<file path="src/rtl/instr_encoder_if.sv">
// instr_encoder_if
// Groups the field-bundle handshake, the instruction-memory write port and
// the loader status flags of the instruction encoder.
//   master : bundle producer / memory side (drives fields, in_valid, mem_ready)
//   slave  : the encoder (drives in_ready, imem_*, wr_count and status flags)
interface instr_encoder_if #(
    parameter int ADDR_W = 6
);
    logic              in_valid;
    logic              in_ready;
    logic              in_last;
    logic [3:0]        in_cond;
    logic [1:0]        in_op;
    logic [5:0]        in_funct;
    logic [3:0]        in_rn;
    logic [3:0]        in_rd;
    logic [11:0]       in_src2;
    logic [23:0]       in_imm24;
    logic              imem_we;
    logic [ADDR_W-1:0] imem_addr;
    logic [31:0]       imem_wd;
    logic              mem_ready;
    logic [ADDR_W:0]   wr_count;
    logic              done;
    logic              full;
    logic              err;
    logic [1:0]        err_code;

    modport master (
        output in_valid, in_last, in_cond, in_op, in_funct, in_rn, in_rd,
               in_src2, in_imm24, mem_ready,
        input  in_ready, imem_we, imem_addr, imem_wd, wr_count, done, full,
               err, err_code
    );

    modport slave (
        input  in_valid, in_last, in_cond, in_op, in_funct, in_rn, in_rd,
               in_src2, in_imm24, mem_ready,
        output in_ready, imem_we, imem_addr, imem_wd, wr_count, done, full,
               err, err_code
    );
endinterface

</file>
<file path="src/rtl/instr_encoder.sv">
// instr_encoder
// Program loader: accepts instruction field bundles, rejects combinations the
// decoder does not support, packs legal ones into 32-bit words and writes them
// to consecutive instruction-memory words starting at BASE_ADDR.
// Ports:
//   clk   - clock
//   reset - synchronous, active-high reset
//   bus   - instr_encoder_if.slave: field bundle handshake (in_*), memory write
//           port (imem_we/imem_addr/imem_wd, mem_ready) and status
//           (wr_count, done, full, err, err_code)
module instr_encoder #(
    parameter int ADDR_W    = 6,
    parameter int BASE_ADDR = 0
) (
    input  logic            clk,
    input  logic            reset,
    instr_encoder_if.slave  bus
);

    localparam logic [ADDR_W-1:0] BASE_A = ADDR_W'(BASE_ADDR);
    localparam logic [ADDR_W-1:0] ONE_A  = {{(ADDR_W-1){1'b0}}, 1'b1};
    // Last word of the window; equals BASE_A + 2**ADDR_W - 1 modulo the width.
    localparam logic [ADDR_W-1:0] LAST_A = BASE_A - ONE_A;

    typedef enum logic [0:0] {
        ST_IDLE  = 1'b0,
        ST_WRITE = 1'b1
    } state_e;

    state_e            state_q, state_d;
    logic              imem_we_q, imem_we_d;
    logic [ADDR_W-1:0] imem_addr_q, imem_addr_d;
    logic [31:0]       imem_wd_q, imem_wd_d;
    logic [ADDR_W:0]   wr_count_q, wr_count_d;
    logic              last_q, last_d;
    logic              done_q, done_d;
    logic              full_q, full_d;
    logic              err_q, err_d;
    logic [1:0]        err_code_q, err_code_d;

    logic              in_ready_s;
    logic              accept_s;
    logic              drop_full_s;
    logic              wr_done_s;
    logic [1:0]        chk_code_s;
    logic [31:0]       word_s;

    // Legality of an op/funct pair: 00 legal, 01 bad op, 10 bad funct.
    function automatic logic [1:0] field_check(input logic [1:0] op,
                                               input logic [5:0] funct);
        logic [1:0] code;
        code = 2'b00;
        case (op)
            2'b00: begin
                case (funct[4:1])
                    4'b0100, 4'b0010, 4'b0000, 4'b1100: code = 2'b00;
                    // Compare-class commands only exist with S set.
                    4'b1000, 4'b1001, 4'b1010: code = funct[0] ? 2'b00 : 2'b10;
                    default: code = 2'b10;
                endcase
            end
            2'b01:   code = (funct[4] & ~funct[2] & ~funct[1]) ? 2'b00 : 2'b10;
            2'b10:   code = funct[5] ? 2'b00 : 2'b10;
            default: code = 2'b01;
        endcase
        return code;
    endfunction

    // Packs the fields into the machine-word layout for the given op.
    function automatic logic [31:0] encode_word(input logic [3:0]  cond,
                                                input logic [1:0]  op,
                                                input logic [5:0]  funct,
                                                input logic [3:0]  rn,
                                                input logic [3:0]  rd,
                                                input logic [11:0] src2,
                                                input logic [23:0] imm24);
        logic [31:0] w;
        case (op)
            2'b10:   w = {cond, 2'b10, funct[5:4], imm24};
            default: w = {cond, op, funct, rn, rd, src2};
        endcase
        return w;
    endfunction

    // Handshake and event decode (FSM output logic).
    always_comb begin
        in_ready_s  = (state_q == ST_IDLE) & ~done_q & ~full_q;
        accept_s    = bus.in_valid & in_ready_s;
        // A full loader reports the dropped bundle unless done already masks input.
        drop_full_s = bus.in_valid & (state_q == ST_IDLE) & full_q & ~done_q;
        wr_done_s   = (state_q == ST_WRITE) & bus.mem_ready;
        chk_code_s  = field_check(bus.in_op, bus.in_funct);
        word_s      = encode_word(bus.in_cond, bus.in_op, bus.in_funct, bus.in_rn,
                                  bus.in_rd, bus.in_src2, bus.in_imm24);
    end

    // Next-state logic.
    always_comb begin
        state_d = state_q;
        case (state_q)
            ST_IDLE: begin
                if (accept_s && (chk_code_s == 2'b00)) begin
                    state_d = ST_WRITE;
                end else begin
                    state_d = ST_IDLE;
                end
            end
            ST_WRITE: begin
                if (bus.mem_ready) begin
                    state_d = ST_IDLE;
                end else begin
                    state_d = ST_WRITE;
                end
            end
            default: state_d = ST_IDLE;
        endcase
    end

    // Datapath and status next values.
    always_comb begin
        imem_we_d   = imem_we_q;
        imem_addr_d = imem_addr_q;
        imem_wd_d   = imem_wd_q;
        wr_count_d  = wr_count_q;
        last_d      = last_q;
        done_d      = done_q;
        full_d      = full_q;
        err_d       = err_q;
        err_code_d  = err_code_q;
        if (accept_s) begin
            if (chk_code_s == 2'b00) begin
                imem_we_d = 1'b1;
                imem_wd_d = word_s;
                last_d    = bus.in_last;
            end else begin
                err_d      = 1'b1;
                err_code_d = err_q ? err_code_q : chk_code_s;
                done_d     = done_q | bus.in_last;
            end
        end else if (drop_full_s) begin
            err_d      = 1'b1;
            err_code_d = err_q ? err_code_q : 2'b11;
        end else if (wr_done_s) begin
            imem_we_d  = 1'b0;
            wr_count_d = wr_count_q + {{ADDR_W{1'b0}}, 1'b1};
            done_d     = done_q | last_q;
            if (imem_addr_q == LAST_A) begin
                full_d      = 1'b1;
                imem_addr_d = BASE_A;
            end else begin
                imem_addr_d = imem_addr_q + ONE_A;
            end
        end else begin
            imem_we_d = imem_we_q;
        end
    end

    // State and output registers with synchronous reset.
    always_ff @(posedge clk) begin
        if (reset) begin
            state_q     <= ST_IDLE;
            imem_we_q   <= 1'b0;
            imem_addr_q <= BASE_A;
            imem_wd_q   <= 32'h0000_0000;
            wr_count_q  <= {(ADDR_W+1){1'b0}};
            last_q      <= 1'b0;
            done_q      <= 1'b0;
            full_q      <= 1'b0;
            err_q       <= 1'b0;
            err_code_q  <= 2'b00;
        end else begin
            state_q     <= state_d;
            imem_we_q   <= imem_we_d;
            imem_addr_q <= imem_addr_d;
            imem_wd_q   <= imem_wd_d;
            wr_count_q  <= wr_count_d;
            last_q      <= last_d;
            done_q      <= done_d;
            full_q      <= full_d;
            err_q       <= err_d;
            err_code_q  <= err_code_d;
        end
    end

    assign bus.in_ready  = in_ready_s;
    assign bus.imem_we   = imem_we_q;
    assign bus.imem_addr = imem_addr_q;
    assign bus.imem_wd   = imem_wd_q;
    assign bus.wr_count  = wr_count_q;
    assign bus.done      = done_q;
    assign bus.full      = full_q;
    assign bus.err       = err_q;
    assign bus.err_code  = err_code_q;

endmodule

</file>
<file path="src/flat_wrapper.sv">
// flat-port wrapper written by rule: the top's interface ports become plain ports
module instr_encoder_flat 
#(
    parameter int ADDR_W    = 6,
    parameter int BASE_ADDR = 0
)
  (clk, reset, bus_in_valid, bus_in_last, bus_in_cond, bus_in_op, bus_in_funct, bus_in_rn, bus_in_rd, bus_in_src2, bus_in_imm24, bus_mem_ready, bus_in_ready, bus_imem_we, bus_imem_addr, bus_imem_wd, bus_wr_count, bus_done, bus_full, bus_err, bus_err_code);
  instr_encoder_if #(.ADDR_W(ADDR_W)) bus_i ();
  input  logic clk;
  input  logic reset;
  input wire logic [$bits(bus_i.in_valid)-1:0] bus_in_valid;
  input wire logic [$bits(bus_i.in_last)-1:0] bus_in_last;
  input wire logic [$bits(bus_i.in_cond)-1:0] bus_in_cond;
  input wire logic [$bits(bus_i.in_op)-1:0] bus_in_op;
  input wire logic [$bits(bus_i.in_funct)-1:0] bus_in_funct;
  input wire logic [$bits(bus_i.in_rn)-1:0] bus_in_rn;
  input wire logic [$bits(bus_i.in_rd)-1:0] bus_in_rd;
  input wire logic [$bits(bus_i.in_src2)-1:0] bus_in_src2;
  input wire logic [$bits(bus_i.in_imm24)-1:0] bus_in_imm24;
  input wire logic [$bits(bus_i.mem_ready)-1:0] bus_mem_ready;
  output wire logic [$bits(bus_i.in_ready)-1:0] bus_in_ready;
  output wire logic [$bits(bus_i.imem_we)-1:0] bus_imem_we;
  output wire logic [$bits(bus_i.imem_addr)-1:0] bus_imem_addr;
  output wire logic [$bits(bus_i.imem_wd)-1:0] bus_imem_wd;
  output wire logic [$bits(bus_i.wr_count)-1:0] bus_wr_count;
  output wire logic [$bits(bus_i.done)-1:0] bus_done;
  output wire logic [$bits(bus_i.full)-1:0] bus_full;
  output wire logic [$bits(bus_i.err)-1:0] bus_err;
  output wire logic [$bits(bus_i.err_code)-1:0] bus_err_code;
  assign bus_i.in_valid = bus_in_valid;
  assign bus_i.in_last = bus_in_last;
  assign bus_i.in_cond = bus_in_cond;
  assign bus_i.in_op = bus_in_op;
  assign bus_i.in_funct = bus_in_funct;
  assign bus_i.in_rn = bus_in_rn;
  assign bus_i.in_rd = bus_in_rd;
  assign bus_i.in_src2 = bus_in_src2;
  assign bus_i.in_imm24 = bus_in_imm24;
  assign bus_i.mem_ready = bus_mem_ready;
  assign bus_in_ready = bus_i.in_ready;
  assign bus_imem_we = bus_i.imem_we;
  assign bus_imem_addr = bus_i.imem_addr;
  assign bus_imem_wd = bus_i.imem_wd;
  assign bus_wr_count = bus_i.wr_count;
  assign bus_done = bus_i.done;
  assign bus_full = bus_i.full;
  assign bus_err = bus_i.err;
  assign bus_err_code = bus_i.err_code;
  instr_encoder #(.ADDR_W(ADDR_W), .BASE_ADDR(BASE_ADDR)) u_core (.clk(clk), .reset(reset), .bus(bus_i));
endmodule
</file>
<file path="config.mk">
export PLATFORM = sky130hd
export DESIGN_NAME = instr_encoder_flat
export DESIGN_NICKNAME = d
export VERILOG_FILES = /design/src/rtl/instr_encoder_if.sv /design/src/rtl/instr_encoder.sv /design/src/flat_wrapper.sv
export SDC_FILE = /design/constraint.sdc
export NUM_CORES = 1
export LEC_CHECK = 0
export BUFFER_PORTS_ARGS = -buffer_cell sky130_fd_sc_hd__buf_2
export CAP_MARGIN = 20
export CORE_MARGIN = 2
export CORE_UTILIZATION = 40
export DETAILED_ROUTE_END_ITERATION = 8
export PLACE_DENSITY = 0.68
export SYNTH_ARGS = -nofsm -noshare
export SYNTH_HDL_FRONTEND = slang
export SYNTH_SLANG_ARGS = --single-unit
</file>
<file path="constraint.sdc">
create_clock -name clk -period 2.1 [get_ports clk]
set_clock_uncertainty 0.1 [all_clocks]
set_input_delay 0.315 -clock clk [delete_from_list [all_inputs] [get_ports clk]]
set_output_delay 0.315 -clock clk [all_outputs]
set_load 0.02 [all_outputs]
</file>
==> run summary, run 1 <==
final estimated routing congestion in global placement -> 0.7798
Syn Area/Cell -> 9.560 um^2
fin crit share -> 88.44%
die width -> 82.68 um
DR vias -> 2,313
antenna violations before repair -> 0
total net switching power -> 0.6499 mW
top cell type's share of synthesized area -> 42.85%
Internal Power -> 1.499 mW
total CTS buffers -> 5
Crit. End Element -> flop
CTS Root Cell -> clkbuf_8
Fin. Hold Viols -> 0
postcts setup bufs -> 0
n_diodes -> 0
worst hold start -> bus_in_cond[3]
peak supply drop -> 0.3210 mV
Ports -> 113
worst hold endpoint -> u_core.bus.imem_wd[31]
Min-Delay Path Class -> in -> reg
Initial Utilization -> 41.58%
reg2reg end -> u_core.bus.imem_wd[9]
ys async rst share -> 0%
largest net degree at the start of global routing -> 30
reg2reg setup slack -> 240 ps
final worst setup slack -> 242.7 ps
clk sinks -> 53
Ys Warns -> 0
Reg2Reg Depth -> 5
Slew Viols, Final -> 0
share of cells above drive strength 1 -> 41.08%
worst stage delay on the critical path -> 540 ps
top cells by count, synth -> dfxtp_1 (53), a21oi_1 (41), mux2i_1 (24)
reg-to-reg startpoint -> u_core.bus.done
critical path fanouts, max -> 29
Synth cell types -> 37
Total GRT Usage -> 18.40%
worst skew pair latency -> 300 ps
clk slew on worst S/H paths -> 100 ps
vias per inst -> 5.198
EDFF count, synth -> 0
Hold Path Cell Cnt -> 3
leakage -> 1.501 nW
Nets -> 432
CTS Hold Bufs -> 0
sequential area share after synthesis -> 42.85%
arrival time worst endpoint -> 1970 ps
pre-CTS setup slack -> 241.4 ps
post-DR wirelength/cell -> 13.92 um
vias in the first global route -> 2,153
Worst path slowest cell -> or3b_2
Clk pwr share -> 25.9%
Final Instance Count excl. Fillers -> 445
CTS H-tree lvls -> 2
die area -> 6836 um^2
Crit path buffers/inverters -> 1
status -> finished, final reports clean
post-route ant nets -> 0
first-pass GRT wire length -> 9.701 mm
MaxCap Viol Count -> 0
clock tree buffer depth -> 2
Gate Count Post-Synth -> 259
Rows -> 28
post-synth top area cell -> dfxtp_1
Area Growth Syn to Fin -> 30.37%
crit start category -> flop
fillcell total -> 571
Worst-Margin Slew -> 467.0 ps
Die Ht -> 82.68 um
crit path cell chain -> or3b_2 > nor2_4 > buf_12 > a21oi_1 > a211oi_1
switching share of total power -> 30.24%
Comb power frac -> 23.2%
Inst Count DP -> 437
final WL -> 6.193 mm
Worst EP required -> 2210 ps
Initial DRC Count -> 114
syn nets -> 322
Sequential Power Share -> 50.9%
largest cells by area after synthesis -> dfxtp_1 (43%), mux2i_1 (9.7%), a211oi_2 (9.1%)
clock tree from TritonCTS -> done
CP top delay family -> simple AND/OR/NAND/NOR gates
HPWL Detailed -> 4.510 mm
gr ovfl total -> 0
RSZ-0062 raised after global routing -> false
Post-Syn Area -> 2476 um^2
port bufs -> 112
Pre-antenna DRT Iters -> 5
count leader, synth -> dfxtp_1
total negative slack -> 0 ps
Yosys reg bits -> 53
post_cts resized -> 0
count of endpoints failing setup in the final report -> 0
Highest Clock Rate -> 538.4 MHz
main flop type after synthesis -> dfxtp_1
pwr/cell area -> 665.6 nW/um^2
post-layout min period -> 1857 ps
Core Box Area -> 5956 um^2
slew margin rel. -> 68.54%
DR DRC count -> 0
WS Path Type -> reg -> reg
-- kinds of logic (layout without fill, tap and decap cells) --
group	after synthesis	count (layout)	share of synthesized area [%]
buffers and inverters	21	132	5.255
DFF	53	53	42.85
and+or+nand+nor	62	62	12.68
AOI/OAI and AO/OA	88	88	25.32
xor gates and xnor gates	9	9	3.184
adders and majority gates	2	2	1.010
muxes	24	24	9.702
-- worst max path at each step --
stage,start,to,slack (ps),cells after the start
2_1_floorplan,u_core.bus.done,u_core.bus.imem_wd[21],390,5
3_3_place_gp,bus_in_funct[2],u_core.bus.err,250,7
3_5_place_dp,bus_in_funct[2],u_core.bus.err,240,7
4_1_cts,u_core.bus.done,u_core.bus.imem_wd[9],250,5
5_1_grt,u_core.bus.done,u_core.bus.imem_wd[8],130,5
6_report,u_core.bus.done,u_core.bus.imem_wd[9],240,5
-- sequential cells by signal (all words and copies together) (netlist names) --
| signal | cells |
|---|---|
| u_core.bus.imem_we | 1 |
| u_core.bus.imem_addr | 6 |
| u_core.bus.done | 1 |
| u_core.bus.full | 1 |
| u_core.bus.wr_count | 7 |
| u_core.bus.err_code | 2 |
| u_core.state_q | 1 |
| u_core.bus.err | 1 |
| u_core.bus.imem_wd | 32 |
| u_core.last_q | 1 |
-- through the flow --
stage	area [um^2]	total power, mW	hold WS, ps	utilization (%)
detailed placement	3146	1.617	365.7	52.82
CTS	3228	2.171	153.9	54.20
floorplan	2476	1.434	353.5	-
global route	3228	2.261	157.3	54.20
finish	3228	2.149	165.6	54.20
global placement	3146	1.607	355.7	52.82
-- per-layer routing --
layer	vias to the layer above	track usage [%]	wire length, um
met5	-	0	0
met4	0	5.246	47
met3	4	4.565	361
met2	65	32.90	3121
met1	1082	21.72	2663
li1	1162	-	-
-- worst register-to-register path, stage by stage (launching register included) --
cell and delay [ps]:
dfxtp_1 360, or3b_2 540, nor2_4 240, buf_12 210, a21oi_1 100, a211oi_1 220
-- layout make-up --
| type | count | area (um^2) | area share [%] |
|---|---|---|---|
| repair buffers | 122 | 698.2 | 21.63 |
| flip-flops and latches | 53 | 1061 | 32.87 |
| multi-input cells | 185 | 1285 | 39.81 |
| clock inverters | 2 | 10.01 | 0.3101 |
| well taps | 75 | 93.84 | 2.907 |
| inverters | 2 | 7.507 | 0.2326 |
| clock buffers | 6 | 72.57 | 2.248 |
-- power by group through the flow --
stage               sequential (mW)  combinational [mW]  clock [mW]
global placement               1.11               0.492           0
finish                         1.09               0.499       0.557
detailed placement             1.11               0.502           0
CTS                            1.09               0.503       0.576
floorplan                      1.18               0.256           0
global route                   1.10               0.541       0.621
-- cell usage in the layout (no fill, tap or decap), drive strengths merged, types with 4 or more instances in the layout --
master	netlist	layout
buf	12	122
dfxtp	53	53
a21oi	41	41
a211oi	25	25
mux2i	24	24
nor2	19	19
o21ai	14	14
nand3	12	12
nand2	11	11
xor2	7	7
clkbuf	7	6
nand4	5	5
nand2b	4	4
No activity file was read; power rests on OpenSTA's default activity.
==> inputs of run 2 (changes only) <==
CORE_MARGIN = 3   (was 2)
==> run 2 against run 1 <==
Against the previous run:
- hold slack got worse by 10 ps
- clock power rose by 3.9%
- critical path depth did not move
- sequential power barely moved
- sequential share of layout area rose by 0.13 points
- critical path type unchanged
- largest cell class unchanged
- highest routed layer unchanged
==> run summary, run 2 (synthesized netlist as in run 1, its figures left out) <==
status -> finished, final reports clean
clock tree buffer depth -> 2 (unchanged)
Worst-Margin Slew -> 449.9 ps (-17.05 ps)
Rows -> 28 (unchanged)
most frequent cells in the layout -> buf_2 (112), dfxtp_1 (53), a21oi_1 (41)
Reg area -> 1061 um^2 (unchanged)
post-layout min period -> 1755 ps (-102.5 ps)
clk sinks -> 53 (unchanged)
Highest Clock Rate -> 569.9 MHz (+5.8%)
total negative slack -> 0 ps (unchanged)
Met3 Wirelength -> 379 um (+5.0%)
DRT met1 WL -> 2.562 mm (-3.8%)
Placed Area -> 3126 um^2 (-0.64%)
Initial Utilization -> 41.58% (unchanged)
Pre-antenna DRT Iters -> 4 (-1)
Area Growth Syn to Fin -> 29.86%
worst skew pair latency -> 300 ps (about the same)
Die Ht -> 84.68 um (+2.4%)
port bufs -> 112 (unchanged)
postcts setup bufs -> 0 (unchanged)
Crit path buffers/inverters -> 1 (unchanged)
Crit. End Element -> flop
post-DR wirelength/cell -> 13.78 um (-0.96%)
fin crit share -> 83.56% (-4.9 points)
multi-input logic area -> 1285 um^2 (unchanged)
slew margin rel. -> 70.01% (+1.5 points)
CTS Hold Bufs -> 0 (unchanged)
max FFs per register -> 32 (unchanged)
Top Metal Used -> met4
Worst path slowest cell -> or3b_2
count of endpoints failing setup in the final report -> 0 (unchanged)
post_cts resized -> 0 (unchanged)
share of cells above drive strength 1 -> 41.19% (+0.11 points)
Initial DRC Count -> 77 (-32%)
DR vias -> 2,300 (-0.56%)
arrival time worst endpoint -> 1870 ps (-100 ps)
crit path cell chain -> or3b_2 > nor2_4 > buf_12 > a21oi_1 > a211oi_1
gr ovfl total -> 0 (unchanged)
Worst EP required -> 2220 ps (about the same)
most common cell after layout, fill and taps aside -> buf_2
MaxCap Viol Count -> 0 (unchanged)
antenna violations before repair -> 0 (unchanged)
post-route ant nets -> 0 (unchanged)
clock tree from TritonCTS -> done
total CTS buffers -> 5 (unchanged)
n_diodes -> 0 (unchanged)
clk slew on worst S/H paths -> 100 ps (about the same)
vias in the first global route -> 2,225 (+3.3%)
peak supply drop -> 0.3440 mV (+7.2%)
final WL -> 6.120 mm (-1.2%)
CTS H-tree lvls -> 2 (unchanged)
largest net degree at the start of global routing -> 35 (+17%)
worst stage delay on the critical path -> 540 ps (about the same)
CTS Root Cell -> clkbuf_8
Non-Filler Cell Area, Final -> 3216 um^2 (-0.39%)
leakage -> 1.490 nW (-0.72%)
Slew Viols, Final -> 0 (unchanged)
final estimated routing congestion in global placement -> 0.8009 (+2.7%)
die area -> 7171 um^2 (+4.9%)
CP top delay family -> simple AND/OR/NAND/NOR gates
Ports -> 113 (unchanged)
RSZ-0062 raised after global routing -> false
critical path fanouts, max -> 34 (+17%)
DR DRC count -> 0 (unchanged)
fillcell total -> 580 (+1.6%)
crit start category -> flop
Core Box Area -> 5956 um^2 (unchanged)
pwr/cell area -> 672.2 nW/um^2 (+0.99%)
die width -> 84.68 um (+2.4%)
WS Path Type -> reg -> reg
Fin. Hold Viols -> 0 (unchanged)
metal2 WL -> 3.062 mm (-1.9%)
Min-Delay Path Class -> in -> reg
first-pass GRT wire length -> 10.18 mm (+4.9%)
Total GRT Usage -> 17.35% (-1.1 points)
vias per inst -> 5.180 (-0.34%)
HPWL Detailed -> 4.491 mm (-0.44%)
Nets -> 431 (-0.23%)
## run 2: final timing paths
path / start / end / slack [ps] / depth (start not counted)
worst max-delay path: u_core.bus.done / u_core.bus.imem_wd[7] / 350 / 5
worst max register to register: u_core.bus.done / u_core.bus.imem_wd[7] / 350 / 5
worst min register to register: u_core.bus.imem_wd[28] / u_core.bus.imem_wd[28] / 380 / 2
worst min-delay path: bus_in_cond[0] / u_core.bus.imem_wd[28] / 160 / 3
## run 2: tightest hold or removal path: stages
cell and delay, ps:
buf_2 100, nand3_1 50, a21oi_1 50
## run 2: layer usage
metal,vias up,track usage [%]
met5,-,0
li1,1163,-
met4,0,5.324
met1,1060,20.85
met2,68,29.96
met3,9,4.907
## run 2: power by group
| part | switching, mW | internal, mW | total (mW) |
|---|---|---|---|
| Sequential | 0.0325 | 1.06 | 1.09 |
| Clock | 0.342 | 0.237 | 0.579 |
| Combinational | 0.287 | 0.203 | 0.490 |
## run 2: cell type report
cell class | instances | share of cell area [%]
clock buffers | 5 | 2.140
well taps | 75 | 2.918
clock inverters | 3 | 0.6615
repair buffers | 121 | 21.09
multi-input cells | 185 | 39.96
flip-flops and latches | 53 | 33.00
inverters | 2 | 0.2335
## run 2: per-stage QoR
stage / hold WS, ps / setup slack [ps] / util, % / power, mW / std cells
finish: 155.4 / 345.2 / 53.99 / 2.162 / 444
global route: 137.6 / 207.8 / 53.99 / 2.293 / 444
CTS: 142.7 / 349.2 / 53.99 / 2.190 / 444
detailed placement: 361.9 / 188.1 / 52.48 / 1.611 / 436
global placement: 359.9 / 255.3 / 52.48 / 1.601 / 436
floorplan: 353.5 / 390.0 / - / 1.434 / 259
